### src/rtl/virtio_cfg_ext_router.sv
// virtio_cfg_ext_router: routes XDMA cfg_ext accesses to register windows via req/ack
module virtio_cfg_ext_router #(
  parameter int NUM_WIN = 2,
  parameter logic [NUM_WIN*10-1:0] WIN_BASE = {10'h140, 10'h120},
  parameter logic [NUM_WIN*10-1:0] WIN_LAST = {10'h17F, 10'h13F},
  parameter int TIMEOUT = 16
) (
  input  logic                   clk,
  input  logic                   rst,
  input  logic [7:0]             cfg_ext_function_number,
  input  logic                   cfg_ext_read_received,
  input  logic                   cfg_ext_write_received,
  input  logic [9:0]             cfg_ext_register_number,
  input  logic [3:0]             cfg_ext_write_byte_enable,
  input  logic [31:0]            cfg_ext_write_data,
  output logic [31:0]            cfg_ext_read_data,
  output logic                   cfg_ext_read_data_valid,
  output logic [NUM_WIN-1:0]     win_req,
  output logic                   win_we,
  output logic [9:0]             win_addr,
  output logic [7:0]             win_func,
  output logic [3:0]             win_be,
  output logic [31:0]            win_wdata,
  input  logic [NUM_WIN-1:0]     win_ack,
  input  logic [NUM_WIN*32-1:0]  win_rdata,
  output logic                   busy,
  output logic                   err_timeout,
  output logic                   err_drop
);
  localparam int IW = (NUM_WIN > 1) ? $clog2(NUM_WIN) : 1;
  typedef enum logic [1:0] {IDLE, REQ, MISS, RESP} state_t;
  typedef struct packed {
    logic        we;
    logic [9:0]  rn;
    logic [7:0]  fn;
    logic [3:0]  be;
    logic [31:0] wd;
  } ent_t;
  state_t             state_q;
  ent_t               pend_q, new_e, src;
  logic               pend_full_q, strobe, drop, hit, ack;
  logic               we_q, valid_q, to_q, drop_q;
  logic [7:0]         fn_q, cnt_q;
  logic [3:0]         be_q;
  logic [31:0]        wd_q, rdata_q, sel_rdata;
  logic [IW-1:0]      idx, sel_q;
  logic [9:0]         base, addr_q;
  logic [NUM_WIN-1:0] req_q;
  assign strobe = cfg_ext_read_received | cfg_ext_write_received;
  // a simultaneous read/write strobe is taken as a read
  assign new_e = {~cfg_ext_read_received, cfg_ext_register_number, cfg_ext_function_number,
                  cfg_ext_write_byte_enable, cfg_ext_write_data};
  assign drop = (cfg_ext_read_received & cfg_ext_write_received) |
                (strobe & (state_q != IDLE) & pend_full_q);
  assign ack = win_ack[sel_q];
  assign sel_rdata = win_rdata[32*sel_q +: 32];
  // lowest-index window wins on overlapping ranges
  always_comb begin
    src = pend_full_q ? pend_q : new_e;
    hit = 1'b0;
    idx = '0;
    for (int i = NUM_WIN - 1; i >= 0; i--)
      if (src.rn >= WIN_BASE[i*10 +: 10] && src.rn <= WIN_LAST[i*10 +: 10]) begin
        hit = 1'b1;
        idx = IW'(i);
      end
    base = WIN_BASE[10*idx +: 10];
  end
  always_ff @(posedge clk or negedge rst) begin
    if (!rst) begin
      state_q     <= IDLE;
      pend_q      <= '0;
      pend_full_q <= 1'b0;
      we_q        <= 1'b0;
      fn_q        <= '0;
      be_q        <= '0;
      wd_q        <= '0;
      sel_q       <= '0;
      addr_q      <= '0;
      cnt_q       <= '0;
      req_q       <= '0;
      rdata_q     <= '0;
      valid_q     <= 1'b0;
      to_q        <= 1'b0;
      drop_q      <= 1'b0;
    end else begin
      drop_q  <= drop;
      to_q    <= 1'b0;
      valid_q <= 1'b0;
      rdata_q <= '0;
      if (state_q == IDLE) pend_full_q <= pend_full_q & strobe;
      else if (strobe) pend_full_q <= 1'b1;
      if (strobe && !(state_q != IDLE && pend_full_q)) pend_q <= new_e;
      case (state_q)
        IDLE: if (pend_full_q || strobe) begin
          we_q    <= src.we;
          fn_q    <= src.fn;
          be_q    <= src.be;
          wd_q    <= src.wd;
          sel_q   <= idx;
          addr_q  <= src.rn - base;
          cnt_q   <= '0;
          req_q   <= hit ? NUM_WIN'(1) << idx : '0;
          state_q <= hit ? REQ : MISS;
        end
        REQ: if (ack) begin
          req_q   <= '0;
          rdata_q <= we_q ? '0 : sel_rdata;
          valid_q <= ~we_q;
          state_q <= we_q ? IDLE : RESP;
        end else if (cnt_q == 8'(TIMEOUT - 1)) begin
          req_q   <= '0;
          to_q    <= 1'b1;
          rdata_q <= {32{~we_q}};
          valid_q <= ~we_q;
          state_q <= we_q ? IDLE : RESP;
        end else cnt_q <= cnt_q + 8'd1;
        MISS: begin
          valid_q <= ~we_q;
          state_q <= we_q ? IDLE : RESP;
        end
        default: state_q <= IDLE;
      endcase
    end
  end
  assign cfg_ext_read_data       = rdata_q;
  assign cfg_ext_read_data_valid = valid_q;
  assign win_req                 = req_q;
  assign win_we                  = we_q;
  assign win_addr                = addr_q;
  assign win_func                = fn_q;
  assign win_be                  = be_q;
  assign win_wdata               = wd_q;
  assign busy                    = (state_q != IDLE) | pend_full_q;
  assign err_timeout             = to_q;
  assign err_drop                = drop_q;
endmodule

### config.mk
export PLATFORM = sky130hd
export DESIGN_NAME = virtio_cfg_ext_router
export DESIGN_NICKNAME = d
export VERILOG_FILES = /design/src/rtl/virtio_cfg_ext_router.sv
export SDC_FILE = /design/constraint.sdc
export NUM_CORES = 1
export LEC_CHECK = 0
export CAP_MARGIN = 20
export CORE_MARGIN = 5
export CORE_UTILIZATION = 50
export DETAILED_ROUTE_END_ITERATION = 7
export DONT_BUFFER_PORTS = 1
export PLACE_DENSITY_LB_ADDON = 0.05
export SYNTH_ARGS = -nofsm -noshare
export SYNTH_HDL_FRONTEND = slang
export SYNTH_SLANG_ARGS = --single-unit
### constraint.sdc
create_clock -name clk -period 3.5 [get_ports clk]
set_input_delay 0.35 -clock clk [delete_from_list [all_inputs] [get_ports clk]]
set_output_delay 0.35 -clock clk [all_outputs]
set_load 0.05 [all_outputs]
==> flow_summary.toml, run 1 <==
[final_layout]
drive_gt1_share_pct = 22.1
finish.utilization_pct = 56.3
final_nets = 737
final_cells = 800
area_delta_synth_final_pct = 10.0

[sta]
setup_viol = 0
hold_viol_final = 159
fin_crit_sh_pct = 80.6
timing.hold.ws_ns = -0.368
maxSlewHeadroom_pct = 26.4
slew_viol_final = 0
tightest_slew_ns = 1.10
setup-tns-final_ns = 0
fin_crit_ns = 2.82
rsz0062_at_grt = "false"
fin_worst_skew_ns = 0.00736
fmax_mhz = 354

[logic_synthesis]
synth_top_area_share_pct = 55.6
ys_ff_latch = 159
ys_types = 43
avgSynthCellArea_um2 = 11.6
synth_compound_area_share_pct = 9.64
yosysSeqAreaShare_pct = 55.6
synth_most_common_cell = "dfrtp_1"
synth-simple-area-share_pct = 8.25
synth_top_family_by_area = "multiplexers"
yosysWarningCount = 0
netlist_top_cells_count = "dfrtp_1 (159), nand2_1 (104), mux2_2 (88)"
synthFlopType = "dfrtp_1"
yosysTopAreaCell = "dfrtp_1"
synth_nets = 751
synth_xor_area_share_pct = 0.611
synth_area_mm2 = 0.00716
synth.mux.area_fraction_pct = 21.6
synth_fa_ha_area_share_pct = 1.22
synth_cells = 620
synth.top_cells.by_area = "dfrtp_1 (56%), mux2_2 (14%), mux2i_1 (7.4%)"
synth_edf_count = 0
synthArstFlopShare_pct = 100

[grt]
grt_max_degree = 160
grt.overflow.total = 0
antenna_found_initial = 1
track_usage_pct = 18.8
grt_pass1_wl_um = 24600
grt_pass1_vias = 4674

[clock_network]
cts_tree = "done"
ctsHtreeMaxLevel = 4
cts_resized = 0
cts_root_buffer = "clkbuf_16"
clk_pin_slew_ns = 0.06
clkLatencyLatePin_ns = 0.41
clock_tree.buffer_depth = 2
cts_setup_buffers = 0
cts_made_buffers = 17
clock-sinks = 159

[pwr]
p_per_area_mw_per_mm2 = 1140
irDropWorstVdd_mv = 0.550
p_leak_nw = 3.68
total_power_mw = 9.01

[hold_path]
hp-class = "input pin to asynchronous set/reset pin"

[route]
antenna_left = 0
drcViolationCount = 0
dr.pass1.iters = 4
avgViaCountPerCell = 5.62
drt_iter0_drc = 229
vias = 4499
routed_wl_um = 15900
post_drt_wl_per_cell_um = 19.9

[status]
violations = "hold timing"
outcome = "finished with violations"

[critical_path]
crit_chain = "mux2_2, nand2_1, inv_1, ha_1, o21a_1, or3_1, a32oi_1, xor2_1, o21ai_0"
critical-path-max-stage-delay_ns = 0.71
cp-end-kind = "flop"
worstPathArrival_ns = 3.09
worst_ep_required_time_ns = 3.77
critPathMaxFanout = 28
crit_type = "flop to flop"
start_kind = "flop"
critPathSlowestCell = "dfrtp_4"
r2r_setup_slack_ns = 0.68

[floorplan]
initial_utilization_pct = 51.2
ios = 217
core_area_mm2 = 0.0140
die_x_um = 130
core.rowCount = 43
fp.dieH_um = 130
design.die.area_mm2 = 0.0168

[place]
dp_hpwl_um = 11000
place_congestion = 0.804
placedCellCount = 767
portBuffers = 0

[flow_run]
maxCapViolCount = 0
-- worst max-delay path, delay by kind of cell, from the launching register on --
kind	cells	cell delay, ns
fa+ha+maj	1	0.32
buf+inv	1	0.06
mux	1	0.43
flops	1	0.71
xor+xnor	1	0.15
compound gates	3	0.53
simple gates	2	0.49
-- sequential cells by signal (all words and copies together), names as in the netlist, 2 cells and up --
register	cells
pend_q	55
state_q	2
win_wdata	32
win_addr	10
win_func	8
cnt_q	8
cfg_ext_read_data	32
win_be	4
win_req	2
-- routing by layer --
layer  vias to the layer above  GRT usage, %  wire length [µm]
met4                         0          7.09               419
met5                         -             0                 0
met3                        24          9.15              1820
met2                       174          30.6              7570
met1                      2179          21.5              6070
li1                       2122             -                 -
-- final cells by class --
cell class / count / area (µm²)
fillers: 1180 / 6110
clock buffers: 22 / 484
inverters: 7 / 26.3
flip-flops and latches: 159 / 3980
multi-input cells: 415 / 2970
repair buffers: 6 / 57.6
diodes: 1 / 2.50
clock inverters: 10 / 134
well taps: 180 / 225
-- through the flow --
step | instance area [µm²] | worst slack (ns)
detailed placement | 7260 | 0.654
global placement | 7260 | 0.731
CTS | 7880 | 0.654
global route | 7880 | 0.523
floorplan | 7160 | 1.03
finish | 7880 | 0.679
-- where the power goes --
part | total [mW] | internal [mW] | switching (mW) | leakage, nW
combinational | 2.48 | 1.20 | 1.27 | 1.39
sequential | 4.63 | 2.61 | 2.02 | 1.98
clock | 1.90 | 1.19 | 0.707 | 0.302
total | 9.01 | 5.01 | 4.00 | 3.68
-- kinds of logic (layout without fill, tap and decap cells) --
group | count (synthesis) | count (layout)
DFF | 159 | 159
muxes | 142 | 142
and+or+nand+nor | 139 | 139
AOI/OAI and AO/OA | 122 | 122
buffers and inverters | 46 | 45
adders and majority gates | 7 | 7
xor gates and xnor gates | 5 | 5
other | 0 | 1
-- cell usage in the layout (no fill, tap or decap), drive strengths merged, types with 2 or more instances in the layout --
cell type  Yosys  layout
dfrtp        159     159
nand2        104     104
mux2          88      88
o21ai         63      63
mux2i         54      54
a21oi         43      43
clkbuf        14      22
nor2          10      10
inv            7       7
ha             7       7
buf           25       6
or3            5       5
o31ai          5       5
clkinv         0       5
nand2b         4       4
xor2           4       4
nor2b          3       3
bufinv         0       3
or2            3       3
or4            3       3
nand3          2       2
o211ai         2       2
nor3           2       2
clkinvlp       0       2
o21a           2       2
-- worst paths after layout --
| path | startpoint | endpoint | depth (start not counted) |
|---|---|---|---|
| max | pend_full_q | win_addr[9] | 9 |
| min | rst | cfg_ext_read_data[31] | 0 |
| max reg2reg | pend_full_q | win_addr[9] | 9 |
| min reg2reg | pend_q[47] | pend_q[47] | 1 |
| max in group asynchronous | rst | pend_full_q | 0 |
| min in group clk | cfg_ext_read_received | pend_q[54] | 1 |
Note: power is estimated with default switching activity, not from simulation.
==> inputs of run 2 (changes only) <==
==> constraint.sdc (replaced) <==
create_clock -name clk -period 2.95 [get_ports clk]
set_input_delay 0.295 -clock clk [delete_from_list [all_inputs] [get_ports clk]]
set_output_delay 0.295 -clock clk [all_outputs]
set_load 0.05 [all_outputs]
==> run 2 against run 1 <==
The flow still finishes with violations (hold timing). First-iteration DRC count grew 14%. Utilization is 0.081 points lower. Clock skew rose by 0.0011 ns. Combinational power rose by 23%. Design area decreased by 0.14%. Critical path depth rose by 1. Maximum frequency rose by 8.9%. Largest power group unchanged.
==> flow_summary.toml, run 2 (synthesis results as in run 1) <==
[critical_path]
worstSetupStartpoint = "pend_full_q"
r2r_setup_slack_ns = 0.36
worst_ep_required_time_ns = 3.22
crit_type = "flop to flop"
critPathMaxFanout = 6
rr_worst_depth = 10
r2r-start = "pend_full_q"
cp-end-kind = "flop"
endpoint = "win_addr[9]"
start_kind = "flop"
worstPathArrival_ns = 2.87
r2r_end = "win_addr[9]"

[place]
place_ws_ns = 0.374
place_area_mm2 = 0.00728
place_congestion = 0.779
dp_hpwl_um = 11000
portBuffers = 0

[floorplan]
ios = 217
fp.dieH_um = 130
design.die.area_mm2 = 0.0168
core_area_mm2 = 0.0140
initial_utilization_pct = 51.2
die_x_um = 130
core.rowCount = 43

[grt]
track_usage_pct = 19.3
grt_pass1_vias = 4629
grt.overflow.total = 0
grt_pass1_wl_um = 25000
antenna_found_initial = 1
grt_max_degree = 160

[sta]
hold_viol_final = 159
maxSlewHeadroom_pct = 52.7
fin_crit_ns = 2.59
setup-tns-final_ns = 0
fmax_mhz = 386
slew_viol_final = 0
setup_viol = 0
tightest_slew_ns = 0.710
fin_worst_skew_ns = 0.00845
fin_crit_sh_pct = 87.8
setup_ws_ns = 0.359
timing.hold.ws_ns = -0.424
rsz0062_at_grt = "false"

[final_layout]
area_delta_synth_final_pct = 9.85
largest_reg_flops = 55
top_register = "pend_q"
final_cell_mix = "dfrtp_1 (158), nand2_1 (104), mux2_2 (88), o21ai_0 (60), mux2i_1 (53)"
final_common_cell = "dfrtp_1"
final_nets = 739
final_area_mm2 = 0.00787
drive_gt1_share_pct = 21.7

[route]
avgViaCountPerCell = 5.59
post_drt_wl_per_cell_um = 20.0
antenna_left = 0
routed_wl_um = 16000
drcViolationCount = 0
vias = 4482
dr.pass1.iters = 4
drt_iter0_drc = 262

[pwr]
p_leak_nw = 3.66
total_power_mw = 10.6
p_per_area_mw_per_mm2 = 1350
irDropWorstVdd_mv = 0.648

[flow_run]
maxCapViolCount = 0

[clock_network]
hold_buffers = 1
cts_setup_buffers = 0
cts_tree = "done"
clkLatencyLatePin_ns = 0.42
clk_pin_slew_ns = 0.06
clock_tree.buffer_depth = 2
cts_made_buffers = 17
cts_root_buffer = "clkbuf_16"
ctsHtreeMaxLevel = 4
clock-sinks = 159
cts_resized = 0

[hold_path]
hp-class = "input pin to asynchronous set/reset pin"

[status]
violations = "hold timing"
outcome = "finished with violations"
## run 2: changes by cell type in the layout (fill, tap and decap cells not counted), moves of 2 or more
cell / previous run / this run
clkinvlp_4: 2 / 4
clkinv_2: 4 / 2
clkbuf_1: 1 / 4
clkbuf_8: 4 / 2
## run 2: through the flow
stage | instances | util (%)
after detailed placement | 768 | 52.0
after global routing | 802 | 56.2
after floorplan | 620 | -
final | 802 | 56.2
after CTS | 801 | 56.2
after global placement | 768 | 52.0
## run 2: layout make-up
type	instances	area, µm²
Sequential cell	159	3980
Fill cell	1188	6120
Tap cell	180	225
Timing Repair Buffer	8	87.6
Clock inverter	9	109
Clock buffer	23	468
Multi-Input combinational cell	415	2970
Inverter	7	26.3
Antenna cell	1	2.50
## run 2: critical path, cell delays in order, from the launching register on
cell     delay, ns
dfrtp_4       0.51
nor2b_1       0.16
a32o_1        0.24
nand2_1       0.15
inv_1         0.08
ha_1          0.25
o21a_1        0.22
or3_1         0.35
a32oi_1       0.26
xor2_1        0.15
o21ai_0       0.08
## run 2: worst min path at each step
stage / startpoint / end / slack, ns / cells after the start
finish: rst / cfg_ext_read_data[2] / -0.42 / 0
global route: rst / cfg_ext_read_data[2] / -0.46 / 0
CTS: rst / cfg_ext_read_data[2] / -0.44 / 0
detailed placement: rst / cfg_ext_read_data[2] / 0.005 / 0
global placement: rst / cfg_ext_read_data[2] / 0.005 / 0
floorplan: rst / cfg_ext_read_data[0] / -0.0006 / 0
## run 2: routing by layer
layer,GRT usage (%),vias to the layer above,wire [µm]
met4,7.58,0,357
li1,-,2130,-
met5,0,-,0
met3,9.03,23,1840
met1,22.5,2158,6150
met2,30.9,171,7700
## run 2: power by group
group	total [mW]	internal (mW)	switching [mW]
Clock	2.14	1.29	0.849
Sequential	5.45	3.10	2.36
Combinational	3.04	1.45	1.59
==> inputs of run 3 (changes only) <==
--- a/config.mk
+++ b/config.mk
@@ -7,9 +7,9 @@
 export LEC_CHECK = 0
 export CAP_MARGIN = 20
 export CORE_MARGIN = 5
-export CORE_UTILIZATION = 50
+export CORE_UTILIZATION = 47
 export DETAILED_ROUTE_END_ITERATION = 7
-export DONT_BUFFER_PORTS = 1
+export MAX_ROUTING_LAYER = met4
 export PLACE_DENSITY_LB_ADDON = 0.05
 export SYNTH_ARGS = -nofsm -noshare
 export SYNTH_HDL_FRONTEND = slang
==> run 3 against run 2 <==
The flow now finishes without violations. Count of clock-buffer cells in the layout decreased by 2. Routed wire length increased by 7.8%. Sequential share of layout area decreased by 11 points. Flip-flop and latch count unchanged. Combinational power grew 98%. Clock power about the same.
==> flow_summary.toml, run 3 (synthesis results as in run 1) <==
[clock_network]
cts_made_buffers = 17
cts_tree = "done"
cts_root_buffer = "clkbuf_16"
clock_tree.buffer_depth = 2
clkLatencyLatePin_ns = 0.41
ctsHtreeMaxLevel = 4
cts_resized = 0
clk_pin_slew_ns = 0.06
clock-sinks = 159
cts_setup_buffers = 0

[route]
antenna_left = 0
drcViolationCount = 0
post_drt_wl_per_cell_um = 16.8
vias = 5281
routed_wl_um = 17300
dr.pass1.iters = 5
avgViaCountPerCell = 5.14
drt_iter0_drc = 240

[sta]
setup-tns-final_ns = 0
fin_crit_ns = 2.75
maxSlewHeadroom_pct = 56.6
fin_worst_skew_ns = 0.00470
fmax_mhz = 364
hold_viol_final = 0
setup_viol = 0
slew_viol_final = 0
fin_crit_sh_pct = 93.1
rsz0062_at_grt = "false"
tightest_slew_ns = 0.651
timing.hold.ws_ns = 0.443

[grt]
antenna_found_initial = 0
grt.overflow.total = 0
grt_max_degree = 116
track_usage_pct = 20.0
grt_pass1_vias = 5459
grt_pass1_wl_um = 27800

[floorplan]
fp.dieH_um = 133
design.die.area_mm2 = 0.0178
core_area_mm2 = 0.0151
core.rowCount = 45
ios = 217
initial_utilization_pct = 47.5
die_x_um = 133

[final_layout]
top_register = "pend_q"
diodes = 0
area_delta_synth_final_pct = 40.9
final_cell_mix = "clkdlybuf4s50_1 (215), dfrtp_1 (158), nand2_1 (104), mux2_2 (88), o21ai_0 (60)"
final_cells = 1027
drive_gt1_share_pct = 16.8
largest_reg_flops = 55
final_common_cell = "clkdlybuf4s50_1"
final_nets = 957

[critical_path]
critPathMaxFanout = 38
cp-end-kind = "output pin"
r2r_end = "win_addr[9]"
worstPathArrival_ns = 2.45
worst_ep_required_time_ns = 2.65
r2r_setup_slack_ns = 0.37
start_kind = "flop"
crit_type = "flop to output pin"
r2r-start = "pend_full_q"
rr_worst_depth = 10

[place]
placedCellCount = 993
dp_hpwl_um = 12200
place_congestion = 0.835
portBuffers = 216

[pwr]
p_per_area_mw_per_mm2 = 1170
p_leak_nw = 4.52
irDropWorstVdd_mv = 0.597

[status]
outcome = "completed"

[flow_run]
maxCapViolCount = 0

[hold_path]
hp-class = "input pin to asynchronous set/reset pin"
run 3: timing repair:
| item | 4_1_cts | 5_1_grt |
|---|---|---|
| hold endpoints to repair | 64 | 0 |
| endpoints found under the setup margin | 0 | 0 |
| hold buffers | 1 | 0 |
run 3: cell type report:
cell class / count / area [µm²]
fillers: 1176 / 5000
inverters: 7 / 26.3
clock inverters: 11 / 114
flip-flops and latches: 159 / 3980
multi-input cells: 415 / 2970
clock buffers: 21 / 470
well taps: 188 / 235
repair buffers: 226 / 2300
run 3: routing by layer:
layer | up-vias | global-route usage, % | share of wire (%)
li1 | 2560 | - | -
met1 | 2529 | 24.9 | 44
met2 | 176 | 32.2 | 48
met3 | 16 | 5.63 | 6.5
met4 | 0 | 5.71 | 1.2
met5 | - | - | 0
run 3: how the worst max path moves through the flow:
| stage | to | slack (ns) | from | cells after the start |
|---|---|---|---|---|
| floorplan | win_addr[9] | 0.48 | pend_full_q | 10 |
| global placement | win_addr[9] | 0.14 | cfg_ext_register_number[8] | 11 |
| detailed placement | win_addr[9] | 0.03 | cfg_ext_register_number[8] | 11 |
| CTS | busy | 0.16 | pend_full_q | 3 |
| global route | busy | 0.12 | pend_full_q | 3 |
| finish | busy | 0.20 | pend_full_q | 3 |
run 3: worst max-delay path: stages (launching register included):
cell and delay [ns]:
dfrtp_4 0.47, buf_4 0.55, nand2b_1 0.19, clkdlybuf4s50_1 0.81
run 3: stage by stage:
step	utilization (%)	setup slack [ns]	instance area [µm²]	power (mW)
finish	66.9	0.204	10100	11.8
global route	66.9	0.119	10100	12.5
CTS	66.7	0.161	10100	11.9
detailed placement	62.8	0.0323	9470	9.76
global placement	62.8	0.138	9470	9.58
floorplan	-	0.483	7160	7.87
run 3: where the power goes:
part	switching, mW	internal [mW]	total [mW]	leakage, nW
Clock	0.837	1.30	2.14	0.288
Combinational	3.64	2.39	6.03	2.25
Sequential	0.520	3.13	3.65	1.98
Total	5.00	6.82	11.8	4.52
